$ cat src/rtl/prog_clock_divider.sv
// prog_clock_divider: N_CH glitch-free programmable clock dividers with a shared valid/ready divisor load port.
// A new divisor is held in a shadow register and only takes over at a period boundary or while disabled.
module prog_clock_divider #(
  parameter int N_CH = 4,
  parameter int CNT_W = 16,
  parameter int DEFAULT_DIV = 2,
  localparam int CH_W = (N_CH > 1) ? $clog2(N_CH) : 1
) (
  input  logic             CLK,
  input  logic             _RST,
  input  logic [N_CH-1:0]  EN,
  input  logic             LOAD_VALID,
  input  logic [CH_W-1:0]  LOAD_CH,
  input  logic [CNT_W-1:0] LOAD_DIV,
  output logic             LOAD_READY,
  output logic             LOAD_ERR,
  output logic [N_CH-1:0]  DIV_CLK,
  output logic [N_CH-1:0]  TICK
);
  localparam int PW = 1 << CH_W;
  logic [N_CH-1:0] pend;
  logic [PW-1:0] pend_x;
  logic in_range, legal, take;
  // out-of-range channels read as never pending so illegal requests complete and report an error
  assign pend_x = PW'(pend);
  assign in_range = {1'b0, LOAD_CH} < (CH_W + 1)'(N_CH);
  assign legal = in_range && LOAD_DIV >= CNT_W'(2);
  assign LOAD_READY = _RST && !pend_x[LOAD_CH];
  assign take = LOAD_VALID && LOAD_READY;
  always_ff @(posedge CLK or negedge _RST)
    if (!_RST) LOAD_ERR <= 1'b0;
    else LOAD_ERR <= take && !legal;
  for (genvar i = 0; i < N_CH; i++) begin : g_ch
    logic [CNT_W-1:0] cnt, per, shadow;
    logic dc, tk, pd, wrap, apply, acc;
    assign wrap = cnt == per - 1'b1;
    assign apply = pd && (wrap || !EN[i]);
    assign acc = take && legal && LOAD_CH == CH_W'(i);
    assign DIV_CLK[i] = dc;
    assign TICK[i] = tk;
    assign pend[i] = pd;
    always_ff @(posedge CLK or negedge _RST)
      if (!_RST) begin
        cnt <= '0;
        per <= CNT_W'(DEFAULT_DIV);
        shadow <= CNT_W'(DEFAULT_DIV);
        pd <= 1'b0;
        dc <= 1'b0;
        tk <= 1'b0;
      end else begin
        dc <= EN[i] && cnt < (per >> 1);
        tk <= EN[i] && wrap;
        cnt <= (!EN[i] || wrap) ? '0 : cnt + 1'b1;
        if (apply) per <= shadow;
        if (acc) shadow <= LOAD_DIV;
        pd <= acc || (pd && !apply);
      end
  end
endmodule
$ cat config.mk
export PLATFORM = sky130hd
export DESIGN_NAME = prog_clock_divider
export DESIGN_NICKNAME = d
export VERILOG_FILES = /design/src/rtl/prog_clock_divider.sv
export SDC_FILE = /design/constraint.sdc
export NUM_CORES = 1
export LEC_CHECK = 0
export CAP_MARGIN = 20
export CELL_PAD_IN_SITES_DETAIL_PLACEMENT = 0
export CELL_PAD_IN_SITES_GLOBAL_PLACEMENT = 2
export CORE_MARGIN = 2
export CORE_UTILIZATION = 43
export CTS_BUF_LIST = sky130_fd_sc_hd__clkbuf_8
export CTS_CLUSTER_DIAMETER = 50
export CTS_CLUSTER_SIZE = 16
export DETAILED_ROUTE_END_ITERATION = 10
export GPL_TIMING_DRIVEN = 0
export PLACE_DENSITY_LB_ADDON = 0.1
export SYNTH_ARGS = -nofsm -noshare
export SYNTH_HDL_FRONTEND = slang
export SYNTH_SLANG_ARGS = --single-unit
$ cat constraint.sdc
create_clock -name CLK -period 3.5 [get_ports CLK]
set_input_delay 0.7 -clock CLK [delete_from_list [all_inputs] [get_ports CLK]]
set_output_delay 0.7 -clock CLK [all_outputs]
set_load 0.02 [all_outputs]
=== Yosys cells after proc, flatten, opt, wreduce, memory -nomap -nowiden ===
Cells that the tools add are included.

* Add/sub/neg operators: 8
* Magnitude comparators: 6
* Equality and inequality tests: 7
* Mux-type cells: 6
* Reductions and logical operators: 43

{| class="wikitable"
|+ Operators with widths
! kind !! count
|-
| 16-bit by 1-bit adder with 16-bit output (second input constant) || 4
|-
| 16-bit equality test || 4
|-
| 16-bit by 15-bit < comparator with 1-bit output || 4
|-
| 16-bit two-way mux || 4
|-
| 16-bit by 1-bit subtractor with 16-bit output (second input constant) || 4
|-
| 1-bit logical AND || 24
|-
| 16-bit by 2-bit >= comparator with 1-bit output (second input constant) || 1
|-
| 1-bit logical NOT || 10
|-
| 1-bit logical OR || 8
|-
| 2-bit equality test (second input constant) || 2
|-
| 2-bit by 3-bit < comparator with 1-bit output (second input constant) || 1
|-
| 1-bit binary-select mux with 2-bit select || 1
|-
| 2-bit by 1-bit equality test with 1-bit output (second input constant) || 1
|-
| 2-bit logical NOT || 1
|-
| 1-bit two-way mux || 1
|}

* Register bits: 205
* Input port bits: 25
* Output and inout port bits: 10
* Word-level logic and storage cells: 95

=== Logic depth before layout (Yosys ltp) ===
Gate-level depths: netlist (run 1).

* Depth in word-level cells: 8
* Mapped depth: 12
* Mapped depth without buffers: 9

=== Worst setup path before layout (run 1) ===
No wires, ideal clock.

* Path type: input-to-reg
* Start: input port LOAD_CH[0]
* End: register g_ch[0].shadow[10]
* Setup time: 0.125 ns
* Arrival: 3.178 ns
* Required time: 3.375 ns
* Path slack: 0.197 ns
* Stages: 8
* Buffers on the path: 3
* Cell sequence: clkbuf_1 mux4_2 nor2b_1 and3_1 clkbuf_1 nor3b_2 buf_2 mux2_2

* Word-level cells in the longest chain between the ends: 7
* Elaborated cells on any way between the ends: 8
* Those cells by class: mux (2); reduce/logical (6)

{| class="wikitable"
|+ RTL lines
! item !! RTL line !! RTL
|-
| from (decl) || 13 || <nowiki>input logic [CH_W-1:0] LOAD_CH,</nowiki>
|-
| 1-bit binary-select mux with 2-bit select || 28 || <nowiki>assign LOAD_READY = _RST && !pend_x[LOAD_CH];</nowiki>
|-
| 1-bit two-way mux (not written as such) || 28 ||
|-
| 1-bit logical NOT || 28 ||
|-
| 1-bit logical AND || 28 ||
|-
| net LOAD_READY || 15 || <nowiki>output logic LOAD_READY,</nowiki>
|-
| 1-bit logical AND || 29 || <nowiki>assign take = LOAD_VALID && LOAD_READY;</nowiki>
|-
| 1-bit logical AND (2 in a row) || 38 || <nowiki>assign acc = take && legal && LOAD_CH == CH_W'(i);</nowiki>
|-
| to (signal assigned) || 46 || <nowiki>shadow <= CNT_W'(DEFAULT_DIV);</nowiki>
|-
| to (decl) || 34 || <nowiki>logic [CNT_W-1:0] cnt, per, shadow;</nowiki>
|}

The timed path passes the listed nets, and every way through them passes these cells. The select of a mux whose other input is x is not followed.
A chain may end at the register's enable or synchronous reset.

=== Worst setup path after layout (run 1) ===
* Start: register g_ch[3].per[0]
* End: register g_ch[3].cnt[12]

* Word-level cells in the longest chain between the ends: 4

{| class="wikitable"
|+ RTL lines
! item !! RTL line !! RTL
|-
| from (decl) || 34 ||
|-
| from (signal assigned) || 45 || <nowiki>per <= CNT_W'(DEFAULT_DIV);</nowiki>
|-
| from (signal assigned) || 54 || <nowiki>if (apply) per <= shadow;</nowiki>
|-
| 16-bit by 1-bit subtractor with 16-bit output || 36 || <nowiki>assign wrap = cnt == per - 1'b1;</nowiki>
|-
| 16-bit equality test || 36 ||
|-
| 1-bit logical OR || 53 || <nowiki>cnt <= (!EN[i] || wrap) ? '0 : cnt + 1'b1;</nowiki>
|-
| 16-bit two-way mux || 53 ||
|-
| to (signal assigned) || 53 ||
|-
| to (decl) || 34 ||
|}

Every way passes these cells.

==> impl_metrics.ini, run 1 <==
[timing]
rsz0062_at_grt = no
timing.final.crit_share_pct = 94.25
worst_pin_slew_ns = 0.8256
finalClockSkew_ns = 0.01748
clock.fmax_mhz = 303.1
hold_viol = 0
worst_slew_margin_rel_pct = 44.50
maxSlewViolCount = 0
finalCriticalPeriod_ns = 3.299
final-setup-viol-count = 0

[drt]
dr_total_vias = 9310
first_pass_iters = 4
ant_nets = 0
first_iter_violations = 610
post_drt_via_cell_ratio = 5.457
remaining_drc_errors = 0
wire_per_inst_um = 18.31
routed_wl_mm = 31.24

[logic_synthesis]
ys_seq_elements = 205
ys_seq_area_share_pct = 41.34
syn_inst = 1226
async_flop_share_pct = 100.0
synth.net_count = 1315
netlist_area_mm2 = 0.01243
avgSynthCellArea_um2 = 10.14
yosysUniqueCellTypes = 75
ys.flop_type = dfrtp_1
synth-edff-count = 0
yosysWarnings = 0

[critical_path]
timing.rr.start = g_ch[3].per[0]
r2r_slack_ns = 0.20
worst_r2r_path_depth = 11
crit_type = reg2reg
timing.rr.end = g_ch[3].cnt[12]
arrival_ns = 3.77
cp_data_required_time_ns = 3.97
critPathCaptureType = flop
critPathLaunchType = flop
cp_max_fo = 10

[worst_hold_path]
hold_class = in2async

[pwr]
power_mw = 8.023
power_leakage_nw = 6.320
vdd_drop_max_uv = 317.8
cellPowerDensity_mw_per_mm2 = 568.9

[layout]
syn_to_final_growth_pct = 13.44
stdcell_count = 1706
layout.nets = 1389
fin_util_pct = 49.40
diodes = 0
post_route_cells_drive_above_1_share_pct = 17.40

[grt]
grt_pass1_vias = 9658
grt_overflow = 0
grt_use_total_pct = 21.20
grt_max_degree = 90
grt_pass1_wl_mm = 52.50
antenna_found_initial = 0

[floorplanning]
core_region_area_mm2 = 0.02855
initial_core_util_pct = 43.55
die_y_um = 174.0
die_area_mm2 = 0.03029
io_pins = 35
die_w_um = 174.0
num_rows = 62

[clock_network]
cts_tree = built
max-clock-path-buffers = 3
clock-sinks = 205
insertion_delay_ns = 0.60
clk_pin_slew_ns = 0.08
numCtsBuffers = 28
h-tree-depth = 1
cts-root-buf = clkbuf_8

[placed_design]
portBuffers = 33
placed_cells = 1645
gp_congestion = 0.8025
hpwlAfterDp_mm = 22.78

[job]
max_cap_violations = 0

[run_status]
status = complete, no violations
cells in the mapped netlist (7+ instances only):
cell type	count	area [um2]
xnor2_1	64	560.5
buf_4	9	67.56
nand2b_1	11	68.82
nand4_1	40	250.2
o211ai_1	7	52.55
and3_1	39	244.0
o21ai_0	50	250.2
o21ai_1	9	45.04
nor4_1	16	100.1
o311ai_0	17	148.9
nor3_1	49	245.2
dfrtp_1	197	4930
nor2_1	56	210.2
inv_1	70	262.8
a21o_1	21	157.7
buf_2	12	60.06
xor2_1	63	551.8
mux2_4	20	300.3
dfstp_2	8	210.2
nand3_1	51	255.2
clkbuf_1	38	142.6
nand2_1	72	270.3
a31oi_1	20	125.1
a21oi_1	23	115.1
a211oi_1	8	60.06
ha_1	64	800.8
mux2_2	77	867.1
metrics by stage:
step | setup slack (ns) | cell area, um2 | setup TNS [ns] | hold slack [ns]
2_1_floorplan | 0.1967 | 12430 | 0 | 0.4044
3_3_place_gp | -7.374 | 13240 | -1965.42 | 0.4628
3_5_place_dp | -0.1798 | 13300 | -6.776 | 0.4704
4_1_cts | 0.001945 | 13980 | 0 | 0.03999
5_1_grt | 0.006567 | 14100 | 0 | 0.04884
6_report | 0.2012 | 14100 | 0 | 0.07554
worst max-delay path, cell delays in order, from the launching register on:
cell      delay, ns
dfrtp_1        0.46
inv_1          0.11
ha_2           0.27
or3b_2         0.48
or3_1          0.34
a2111o_1       0.42
a211oi_1       0.33
nand4_1        0.14
buf_4          0.18
nand2_4        0.12
buf_2          0.25
nor2_1         0.08
layout make-up:
type	count	area [um2]
tap	384	480.5
inverter	71	266.5
multi-input combinational	888	6794
timing repair buffer	44	470.5
buffer	62	311.5
clock inverter	20	198.9
sequential	205	5140
fill	2749	14450
clock buffer	32	440.4
where the power goes:
| part | total, mW | internal [mW] | leakage (nW) | switching, mW |
|---|---|---|---|---|
| sequential | 3.34 | 2.83 | 2.56 | 0.509 |
| clock | 2.09 | 1.03 | 0.337 | 1.06 |
| combinational | 2.59 | 1.24 | 3.43 | 1.35 |
how the worst max path moves through the flow:
| stage | from | endpoint | slack, ns |
|---|---|---|---|
| 2_1_floorplan | LOAD_CH[0] | g_ch[0].shadow[10] | 0.20 |
| 3_3_place_gp | _RST | g_ch[1].cnt[11] | -7.37 |
| 3_5_place_dp | LOAD_DIV[6] | g_ch[2].shadow[6] | -0.18 |
| 4_1_cts | g_ch[3].per[0] | g_ch[3].cnt[10] | 0.002 |
| 5_1_grt | g_ch[1].per[0] | g_ch[1].cnt[11] | 0.007 |
| 6_report | g_ch[3].per[0] | g_ch[3].cnt[12] | 0.20 |
flip-flops by register name, indices dropped and copies added (netlist names):
name / cells
g_ch.pd: 4
g_ch.per: 64
g_ch.shadow: 64
g_ch.tk: 4
LOAD_ERR: 1
g_ch.cnt: 64
g_ch.dc: 4
routing by layer:
metal	routed length [um]	vias up	GRT usage [%]
li1	-	4612	-
met3	821	29	2.537
met5	0	-	0
met2	14070	101	33.58
met4	489	0	4.377
met1	15860	4568	31.27
cells in the final DEF (no fill, tap or decap), types with 39 or more instances in the layout:
master,netlist,routed
nand4_1,40,40
nand2_1,72,71
dfrtp_1,197,197
nand3_1,51,51
mux2_2,77,77
and3_1,39,39
inv_1,70,72
ha_1,64,62
o21ai_0,50,50
nor3_1,49,49
nor2_1,56,56
xor2_1,63,63
xnor2_1,64,64
kinds of logic (layout without fill, tap and decap cells):
logic type | count (synthesis) | after routing | share of synthesized area (%)
adders and majority gates | 64 | 64 | 6.441
DFF | 205 | 205 | 41.34
buffers and inverters | 133 | 229 | 4.589
and+or+nand+nor | 395 | 395 | 17.70
xor gates and xnor gates | 127 | 127 | 8.947
muxes | 98 | 98 | 9.571
AOI/OAI and AO/OA | 204 | 204 | 11.40
repair_timing:
action                                 4_1_cts  5_1_grt
buffers inserted                             0        8
gates resized for setup                      4       15
endpoints found under the hold margin       33        0
setup endpoints to repair                   37       67
pin swaps                                    1        3
hold buffers                                 1        0
No activity file was read; power rests on OpenSTA's default activity.
==> run 2: changes to the inputs <==
--- a/config.mk
+++ b/config.mk
@@ -9,11 +9,12 @@
 export CELL_PAD_IN_SITES_DETAIL_PLACEMENT = 0
 export CELL_PAD_IN_SITES_GLOBAL_PLACEMENT = 2
 export CORE_MARGIN = 2
-export CORE_UTILIZATION = 43
+export CORE_UTILIZATION = 44
 export CTS_BUF_LIST = sky130_fd_sc_hd__clkbuf_8
 export CTS_CLUSTER_DIAMETER = 50
 export CTS_CLUSTER_SIZE = 16
 export DETAILED_ROUTE_END_ITERATION = 10
+export DONT_BUFFER_PORTS = 1
 export GPL_TIMING_DRIVEN = 0
 export PLACE_DENSITY_LB_ADDON = 0.1
 export SYNTH_ARGS = -nofsm -noshare
==> constraint.sdc (replaced) <==
create_clock -name CLK -period 3.5 [get_ports CLK]
set_input_delay 0.35 -clock CLK [delete_from_list [all_inputs] [get_ports CLK]]
set_output_delay 0.35 -clock CLK [all_outputs]
set_load 0.02 [all_outputs]
==> run 2 against run 1 <==
Against the previous run: the run now ends with negative hold slack left; maximum frequency down 1.3%; hold slack worse by 0.64 ns; total power up 0.56%; sequential cell count unchanged; clock power up 7%; sequential share of layout area up 0.56 points; die area down 2.2%; critical endpoint is now g_ch[3].cnt[11]; largest power group unchanged.
==> impl_metrics.ini, run 2 (synthesized netlist as in run 1, its figures left out) <==
[run_status]
status = finished, violations left
violations = negative hold slack

[critical_path]
crit_type = reg2reg
critPathCaptureType = flop
cp.depth = 10
startpoint = g_ch[3].per[0]
timing.rr.start = g_ch[3].per[0]
crit_buf_inv = 2
timing.rr.end = g_ch[3].cnt[11]
cp_data_required_time_ns = 3.99
slowest_stage = or3b_2
worst_r2r_path_depth = 10
r2r_slack_ns = 0.16
crit_end = g_ch[3].cnt[11]
critPathLaunchType = flop
cp_max_fo = 10
cp_cell_sequence = inv_1 -> ha_2 -> or3b_2 -> or3_1 -> a2111o_1 -> a211oi_1 -> nand4_1 -> nand2_2 -> buf_2 -> nor2_1
crit_family = simple AND/OR/NAND/NOR gates
arrival_ns = 3.83
cpPeakStageDelay_ns = 0.48

[job]
max_cap_violations = 0

[clock_network]
clk_pin_slew_ns = 0.08
cts_tree = built
clock-sinks = 205
cts-root-buf = clkbuf_8
numCtsBuffers = 28
max-clock-path-buffers = 3
insertion_delay_ns = 0.62
hold_buffers = 22
h-tree-depth = 1

[layout]
final_common_cell = dfrtp_1
final.fill_count = 2718
largest_registers = g_ch.cnt (64), g_ch.per (64), g_ch.shadow (64)
syn_to_final_growth_pct = 11.73
fin_area_mm2 = 0.01389
final_cell_mix = dfrtp_1 (197), mux2_2 (77), inv_1 (71), nand2_1 (71), xnor2_1 (64)
diodes = 0
layout.nets = 1371
post_route_cells_drive_above_1_share_pct = 17.10

[pwr]
p_sw_mw = 2.863
p_int_mw = 5.205
p_comb_share_pct = 30.9
cellPowerDensity_mw_per_mm2 = 580.9
power.share.clock_pct = 27.8
power_leakage_nw = 6.207
vdd_drop_max_uv = 340.1
seqPwrFrac_pct = 41.3
swShare_pct = 35.48
power_mw = 8.068

[timing]
fin_hold_ws_ns = -0.5681
worst_pin_slew_ns = 0.8352
rsz0062_at_grt = no
maxSlewViolCount = 0
timing.final.crit_share_pct = 95.46
worst_slew_margin_rel_pct = 43.86
hold_viol = 205
finalCriticalPeriod_ns = 3.341
fin_ws_ns = 0.1587
final-setup-viol-count = 0
clock.fmax_mhz = 299.3
finalClockSkew_ns = 0.04419

[floorplanning]
initial_core_util_pct = 44.75
io_pins = 35
num_rows = 61
core_region_area_mm2 = 0.02778
die_y_um = 172.1
die_area_mm2 = 0.02962
die_w_um = 172.1

[grt]
grt_use_total_pct = 22.53
grt_max_degree = 207
grt_pass1_wl_mm = 52.75
antenna_found_initial = 2
grt_overflow = 0
grt_pass1_vias = 9506

[worst_hold_path]
hold_class = in2async

[placed_design]
pre_cts_ws_ns = -0.07324
hpwlAfterDp_mm = 22.24
gp_congestion = 0.7811
portBuffers = 0
placed_area_mm2 = 0.01290

[drt]
dr_total_vias = 9349
ant_nets = 0
post_drt_via_cell_ratio = 5.558
remaining_drc_errors = 0
wire_per_inst_um = 19.02
routed_wl_mm = 31.99
first_pass_iters = 5
first_iter_violations = 571
-- run 2: cell count changes in the layout (fill, tap and decap cells not counted), moves of 2 or more --
cell / change
clkinv_8: -2
clkinv_2: -4
nor4_4: -3
clkbuf_2: +2
buf_4: -3
clkdlybuf4s50_1: -32
dlygate4sd3_1: +22
inv_8: +3
bufinv_16: +2
clkbuf_1: -2
clkinvlp_4: +5
nor4_2: +3
buf_16: -2
inv_6: -2
-- run 2: layout make-up --
class                   instances  area (um2)  area share, %
plain buffers                  61       306.5          2.207
clock buffers                  31       426.7          3.072
clock inverters                21       256.5          1.847
inverters                      71       266.5          1.919
multi-input cells             888        6763          48.69
flip-flops and latches        205        5140          37.01
well taps                     378       473.0          3.405
repair buffers                 27       257.7          1.856
-- run 2: power by group through the flow --
stage / sequential [mW] / clock (mW) / combinational [mW]
after CTS: 3.33 / 2.31 / 2.50
final: 3.33 / 2.24 / 2.50
after global routing: 3.41 / 2.41 / 2.80
after global placement: 3.37 / 0 / 2.41
after detailed placement: 3.38 / 0 / 2.44
after floorplan: 3.20 / 0 / 2.02
-- run 2: routing by layer --
metal | global-route usage (%) | vias up | share of wire [%]
li1 | - | 4580 | -
met1 | 31.87 | 4616 | 49
met2 | 37.17 | 119 | 46
met3 | 3.067 | 34 | 3.3
met4 | 4.421 | 0 | 1.4
met5 | 0 | - | 0
-- run 2: timing repair --
item                                    in CTS  in global routing
endpoints found under the setup margin      35                 83
buffers inserted                             0                  5
pin swaps                                    0                  1
endpoints found under the hold margin      292                205
resized for setup                            6                 11
-- run 2: stage by stage --
stage	TNS (ns)	instances	utilization (%)
3_3_place_gp	-1.577	1604	46.45
6_report	0	1682	50.00
4_1_cts	0	1678	49.82
3_5_place_dp	-0.6927	1604	46.45
5_1_grt	0	1682	50.00
2_1_floorplan	0	1226	-
-- run 2: how the worst min path moves through the flow --
stage	start	depth (start not counted)	slack (ns)	end
6_report	_RST	0	-0.57	g_ch[2].per[2]
2_1_floorplan	_RST	0	0.05	LOAD_ERR
3_5_place_dp	_RST	0	0.06	g_ch[2].cnt[4]
5_1_grt	_RST	0	-0.61	g_ch[2].cnt[0]
3_3_place_gp	_RST	0	0.06	g_ch[2].cnt[4]
4_1_cts	_RST	0	-0.62	g_ch[2].cnt[4]
